==> src/rtl/mem_xfer_pkg.sv <==
// Shared types and defaults for the memoryA -> memoryB pair transfer controller.
package mem_xfer_pkg;

  localparam int DATA_W   = 8;
  localparam int ADDR_A_W = 3;
  localparam int ADDR_B_W = 2;

  typedef enum logic [2:0] {
    IDLE,
    RD0,
    RD1,
    CALC,
    WR,
    DONE
  } state_t;

  // Unsigned compare, then subtract or add modulo 2^DATA_W.
  function automatic logic [DATA_W-1:0] pair_combine(input logic [DATA_W-1:0] a,
                                                     input logic [DATA_W-1:0] b);
    if (a >= b) return a - b;
    else        return a + b;
  endfunction

endpackage

==> src/rtl/xfer_pair_alu.sv <==
// Combines one memoryA pair: difference when opA >= opB, otherwise wrapping sum.
module xfer_pair_alu #(
  parameter int DATA_W = mem_xfer_pkg::DATA_W
) (
  input  logic [DATA_W-1:0] opA,
  input  logic [DATA_W-1:0] opB,
  output logic [DATA_W-1:0] result
);

  always_comb begin
    result = '0;
    if (opA >= opB) result = opA - opB;
    else            result = opA + opB;
  end

endmodule

==> src/rtl/mem_xfer_ctrl.sv <==
// Reads memoryA in pairs, combines each pair, writes one word per pair into memoryB.
// States: IDLE wait start | RD0 addr even | RD1 addr odd, latch opA | CALC latch result | WR write B | DONE pulse
module mem_xfer_ctrl
  import mem_xfer_pkg::*;
#(
  parameter int DATA_W   = mem_xfer_pkg::DATA_W,
  parameter int ADDR_A_W = mem_xfer_pkg::ADDR_A_W,
  parameter int ADDR_B_W = mem_xfer_pkg::ADDR_B_W
) (
  input  logic                clock,
  input  logic                reset,
  input  logic                start,
  input  logic [DATA_W-1:0]   DOut1,
  output logic [ADDR_A_W-1:0] AddrA,
  output logic [ADDR_B_W-1:0] AddrB,
  output logic                WEB,
  output logic [DATA_W-1:0]   DataInB,
  output logic                busy,
  output logic                done
);

  state_t              state, state_nx;
  logic [ADDR_B_W-1:0] k;
  logic [DATA_W-1:0]   opa_q;
  logic [DATA_W-1:0]   result;

  xfer_pair_alu #(.DATA_W(DATA_W)) u_alu (
    .opA    (opa_q),
    .opB    (DOut1),
    .result (result)
  );

  always_ff @(posedge clock or posedge reset) begin
    if (reset) begin
      state   <= IDLE;
      k       <= '0;
      opa_q   <= '0;
      DataInB <= '0;
      AddrB   <= '0;
    end else begin
      state <= state_nx;
      case (state)
        IDLE: if (start) k <= '0;
        RD1:  opa_q <= DOut1;
        CALC: begin
          DataInB <= result;
          AddrB   <= k;
        end
        WR:   if (k != '1) k <= k + 1'b1;
        default: ;
      endcase
    end
  end

  // Outputs decode from state/k only, so reset clears them without waiting for a clock.
  always_comb begin
    state_nx = state;
    AddrA    = {k, 1'b0};
    WEB      = 1'b0;
    busy     = 1'b0;
    done     = 1'b0;
    case (state)
      IDLE: if (start) state_nx = RD0;
      RD0: begin
        busy     = 1'b1;
        state_nx = RD1;
      end
      RD1: begin
        busy     = 1'b1;
        AddrA    = {k, 1'b1};
        state_nx = CALC;
      end
      CALC: begin
        busy     = 1'b1;
        state_nx = WR;
      end
      WR: begin
        busy     = 1'b1;
        WEB      = 1'b1;
        state_nx = (k == '1) ? DONE : RD0;
      end
      DONE: begin
        done     = 1'b1;
        state_nx = IDLE;
      end
      default: state_nx = IDLE;
    endcase
  end

endmodule

==> config.mk <==
export PLATFORM = sky130hd
export DESIGN_NAME = mem_xfer_ctrl
export DESIGN_NICKNAME = d
export VERILOG_FILES = /design/src/rtl/mem_xfer_pkg.sv /design/src/rtl/xfer_pair_alu.sv /design/src/rtl/mem_xfer_ctrl.sv
export SDC_FILE = /design/constraint.sdc
export NUM_CORES = 1
export LEC_CHECK = 0
export ABC_AREA = 1
export BUFFER_PORTS_ARGS = -buffer_cell sky130_fd_sc_hd__buf_2
export CAP_MARGIN = 20
export CORE_ASPECT_RATIO = 0.7
export CORE_MARGIN = 2
export CORE_UTILIZATION = 61
export DETAILED_ROUTE_END_ITERATION = 10
export PLACE_DENSITY_LB_ADDON = 0.05
export SETUP_SLACK_MARGIN = 0.1
export SYNTH_ARGS = -nofsm -noshare
export SYNTH_HDL_FRONTEND = slang
export SYNTH_SLANG_ARGS = --single-unit
==> constraint.sdc <==
create_clock -name clock -period 2.55 [get_ports clock]
set_input_delay 0.1275 -clock clock [delete_from_list [all_inputs] [get_ports clock]]
set_output_delay 0.1275 -clock clock [all_outputs]
set_load 0.02 [all_outputs]
* Word level (Yosys, flattened, before mapping)
Index checks and enable logic that the tools add are counted.
** Word-level totals
- Bits in registers :: 23
- Input port bits :: 11
- Logic and storage cells :: 33
** Cells by class
- Add/sub/neg operators :: 3
- Order comparisons :: 1
- Equality and inequality tests :: 9
- Mux-type cells :: 11
- Reductions and logical operators :: 4
** Operator list (count)
- 3-bit one-hot mux with 5 select lines :: 1
- 8-bit adder :: 1
- 8-bit >= comparator :: 1
- 8-bit two-way mux :: 1
- 8-bit subtractor :: 1
- 3-bit by 2-bit equality test with 1-bit output, second input constant :: 2
- 3-bit equality test, second input constant :: 2
- 3-bit two-way mux :: 2
- 2-bit inequality test, second input constant :: 3
- 1-bit two-way mux :: 4
- 2-bit two-way mux :: 2
- 2-bit one-hot mux with 2 select lines :: 1
- 4-bit OR reduction :: 1
- 3-bit by 1-bit equality test with 1-bit output, second input constant :: 1
- 3-bit zero test :: 1
- 3-bit AND reduction :: 1
- 2-bit by 1-bit adder with 2-bit output, second input constant :: 1
- 2-bit equality test, second input constant :: 1
- 2-bit nonzero test :: 1

* Longest topological paths before layout
- Depth in word-level cells :: 3
- Gate-level depth with buffers :: 13
- Gate-level depth less buffers :: 13

* Hierarchy
Synthesis repeated with hierarchy kept, for this count alone.
** Unflattened totals
- Cell total of the unflattened synthesis :: 261
- Area, all modules :: 1860.5 um^2
** Modules (own cells, without submodules)
- mem_xfer_ctrl :: instances 1, cells an instance 108, area each 996.0 um^2
- xfer_pair_alu :: instances 1, cells an instance 153, area each 864.6 um^2

* Worst setup path before layout
No wires, ideal clock.
- Path kind :: reg-to-reg
- From :: reg opa_q[0]
- To :: reg DataInB[7]
- Arrival time :: 1.642 ns
- Required time :: 2.485 ns
- Slack :: 0.844 ns
- Stages on the path, launching flop included :: 14
- Path buffers :: 0
- Clock period less this slack :: 1.706 ns
- Cells stage by stage :: dfrtp_1 > inv_1 > ha_1 > inv_1 > fa_1 > nand2_1 > nand2_1 > nand3_2 > nand2_2 > nor2_4 > nand3_1 > nand2_1 > nand2_1 > nand2_1
** On the way
- Longest elaborated chain between the ends :: 2
- Elaborated cells between the ends (all ways) :: 4
** Ends and longest elaborated chain
- start, declared :: RTL line mem_xfer_ctrl.sv:24 : logic [DATA_W-1:0] opa_q;
- start signal, assigned :: RTL line mem_xfer_ctrl.sv:44 : RD1: opa_q <= DOut1;
- 8-bit adder, or another cell as far along :: RTL line xfer_pair_alu.sv:13 : else result = opA + opB;
- 8-bit two-way mux * :: RTL line xfer_pair_alu.sv:12 : if (opA >= opB) result = opA - opB;
- end signal, assigned :: RTL line mem_xfer_ctrl.sv:46 : DataInB <= result;
- end, declared :: RTL line mem_xfer_ctrl.sv:17 : output logic [DATA_W-1:0] DataInB,
Every way passes the cells marked *; elsewhere a longest branch is shown, timed or not.
A chain may end at the register's enable or synchronous reset.

* Final worst setup path
- From :: reg opa_q[0]
- To :: reg DataInB[5]
Same word-level chain as after synthesis.

==> summary.txt <==
Synth
  – Area contributors post-synth: dfrtp_1 32%, nand2_1 18%, ha_1 11%, inv_1 9.2%, nand3_1 4.5%
  – Post-Synthesis Cell Area: around 0.0018 mm2
  – Combinational family with the most area after synthesis: simple AND/OR/NAND/NOR gates
  – XOR/XNOR share of the synthesized area: approximately 1.9%
  – Sequential share of the synthesized area: about 32%
  – Flops & latches, synth: 23
  – Synthesized-area fraction occupied by adder cells: between 10% and 20%
  – Most used standard cell by instance count after synthesis: nand2_1
  – Net count after synthesis: ~280
  – Post-synthesis cell type count: 30
  – Share of the synthesized area in compound gates (AO/OA/AOI/OAI): 8.14%
  – Post-synthesis cell type with the largest combined area: dfrtp_1
  – Area fraction of the dominant cell type after synthesis: roughly 32%
  – Number of enable flip-flop cells after synthesis: 0
  – Mapped Avg Cell Area: just over 7 um2
  – Top FF cell, synth: dfrtp_1
  – Cell types with the highest counts after synthesis: 88 x nand2_1, 44 x inv_1, 23 x dfrtp_1, 16 x ha_1, 16 x nand3_1
  – Fraction of synthesized area in multiplexers: 0%
  – Number of cells produced by synthesis: 250
  – Async set-reset flop share out of synthesis: 100%
  – Count of synthesis-stage warnings from yosys: 0
  – Post-synthesis share of cell area spent on and, or, nand and nor gates: about a third

Timing
  – Tightest slew margin relative to the limit: 42.4%
  – Post-route fraction of the period consumed by the critical path: approximately three quarters
  – RSZ-0062 raised after global routing: no
  – Summed negative setup slack over all endpoints: 0 ns
  – Post-route minimum period: ~1.9 ns
  – Maximum clock rate: 530 MHz
  – Setup Skew: between 0.006 and 0.007 ns
  – Setup violators final: 0
  – Number of hold-slack violations in the final timing report: 0
  – Final-report max-slew violation count: 0
  – Transition at the pin with the smallest max-transition slack: about 0.86 ns
  – Worst path setup slack after routing: around 0.66 ns

Critical path
  – Library cell appearing most often on the critical path: nand2_1
  – CP Launch Type: register
  – CP max-delay cell: dfrtp_1
  – Required time at the worst-slack endpoint: 2.76 ns
  – Worst flop-to-flop path endpoint: DataInB[5]
  – Register-to-Register Setup Slack: approximately 0.66 ns
  – Worst reg-to-reg path cell count: 13
  – Total buffers and inverters traversed by the critical path: 2
  – Worst Setup Path Type: register to register
  – Worst stage delay on the critical path: approximately 0.38 ns
  – Critical path data arrival time: around 2.1 ns
  – Cells along the critical path: inv_1, ha_1, inv_1, fa_1, nand2_1, nand2_1, nand3_2, nand2_2, nor2_4, nand3_1, nand2_1, nand2_1, nand2_1
  – Dominant delay contributor by cell family on the critical path: simple AND/OR/NAND/NOR gates
  – Crit. End Element: register
  – Crit Reg-Reg Startpoint: opa_q[0]
  – Largest fanout of any net on the critical path: 5

Global route
  – Pin count of the biggest net entering global routing: 24
  – Antenna violations before repair: 0
  – Overall overflow remaining after global route: 0
  – GR Util All Layers: between 20% and 30%
  – Vias in the first global route: between 1000 and 1500
  – Wire length of the first global-routing pass: between 6 and 7 mm

Detailed routing
  – Routed wire length per instance: approximately 12 um
  – Post-detailed-route via-to-cell ratio: just over 5
  – Detailed-routing iteration count for the pre-antenna-repair pass: 4
  – Count of antenna-violating nets left after detailed routing: 0
  – Total vias in the final route: approximately 1600
  – First-iteration detailed-routing DRC count: around 90
  – Post-detailed-routing wire length: approximately 3.6 mm
  – Drc violations: 0

Job
  – Number of violations of the max-capacitance limit: 0

Placed design
  – Routability Congestion: ~0.9
  – Count of input and output buffers: 26
  – HPWL after DPL: about 3.0 mm
  – Worst Setup Slack post-DPL: 0.679 ns

Status
  – Outcome: finished clean

Die
  – Initial core utilization: between 60% and 70%
  – Area of the die: approximately 0.0034 mm2
  – Width of the chip: between 60 and 70 um
  – Die boundary height: ~50 um
  – Core footprint: between 0.002 and 0.003 mm2
  – Placement Rows: 16
  – Ports: 27

Clock network
  – CTS-repair resized insts: 0
  – Clock tree from TritonCTS: yes
  – Maximum clock path buffer count: 2
  – Postcts setup bufs: 0
  – Worst-skew pair later-pin latency: ~0.26 ns
  – Clock sink count: 23
  – H-Tree Level Count: 1
  – CTS Root Buffer Type: clkbuf_8
  – Clock transition at the registers of the reported paths: around 0.08 ns
  – Number of buffers added by the clock tree synthesis step: 3
  – CTS Hold Bufs: 0

Final layout
  – Area Growth Syn to Fin: 11.0%
  – Number of antenna diodes: 0
  – Number of nets at the end of the flow: around 310
  – Fraction of final layout cells with drive strength greater than 1: ~17%

Power and ir drop
  – Max IR drop VDD: approximately 0.74 mV
  – Pwr per Cell Area: 1310 mW/mm2
  – Leak: ~0.0012 uW

Min path
  – Min-delay worst type: input port to asynchronous set/reset pin
layer usage:
metal / wire length, um / global-route usage, %
met5: 0 / 0
met4: 8 / 2.29
met3: 224 / 5.54
met2: 1560 / 37.3
met1: 1850 / 37.8
metrics by stage:
| stage | hold slack, ns | utilization (%) | instance area (um2) | std cells | total power (uW) |
|---|---|---|---|---|---|
| 2_1_floorplan | 0.129 | - | 1800 | 250 | 2000 |
| 3_3_place_gp | 0.361 | 69.6 | 1950 | 309 | 2350 |
| 3_5_place_dp | 0.351 | 69.6 | 1950 | 309 | 2390 |
| 4_1_cts | 0.0647 | 71.2 | 2000 | 313 | 2610 |
| 5_1_grt | 0.135 | 71.2 | 2000 | 313 | 2900 |
| 6_report | 0.0332 | 71.2 | 2000 | 313 | 2610 |
state kept, by name (all words and copies together), names as in the netlist:
register	cells
AddrB	2
DataInB	8
k	2
opa_q	8
state	3
worst register-to-register path: stages, from the launching register on:
cell and delay, ns:
dfrtp_1 0.38, inv_1 0.07, ha_1 0.14, inv_1 0.06, fa_1 0.38, nand2_1 0.09
nand2_1 0.11, nand3_2 0.13, nand2_2 0.07, nor2_4 0.14, nand3_1 0.08, nand2_1 0.07
nand2_1 0.05, nand2_1 0.06
power breakdown:
part | switching (uW) | internal, uW
Sequential | 136 | 541
Combinational | 1100 | 604
Clock | 114 | 109
worst max-delay path by stage:
stage / slack (ns) / cells past startpoint / endpoint / startpoint
floorplan: 0.84 / 13 / DataInB[7] / opa_q[0]
global placement: 0.74 / 13 / DataInB[5] / opa_q[0]
detailed placement: 0.68 / 13 / DataInB[5] / opa_q[0]
CTS: 0.67 / 13 / DataInB[5] / opa_q[0]
global route: 0.47 / 13 / DataInB[5] / opa_q[0]
finish: 0.66 / 13 / DataInB[5] / opa_q[0]
cells by family after synthesis:
group,count (synthesis)
flip-flops,23
AO/OA/AOI/OAI,25
AND/OR/NAND/NOR,131
buffers and inverters,49
XOR/XNOR,4
adder cells (fa/ha/maj),18
layout by cell type (no fill, tap or decap), types with 3 or more instances in the layout:
cell type  count
buf_2         26
ha_1          16
nand3_1       16
a21oi_1        7
inv_1         44
nor2_1        11
dfrtp_1       23
xor2_1         4
nand2_1       88
o21ai_0       12
clkbuf_8       3
cell type report:
| type | instances | area, um2 |
|---|---|---|
| Fill cell | 246 | 807 |
| Multi-Input combinational cell | 178 | 1030 |
| Clock buffer | 3 | 41.3 |
| Timing Repair Buffer | 26 | 130 |
| Inverter | 46 | 173 |
| Clock inverter | 1 | 5.00 |
| Tap cell | 36 | 45.0 |
| Sequential cell | 23 | 576 |
(Power assumes the default switching activity.)
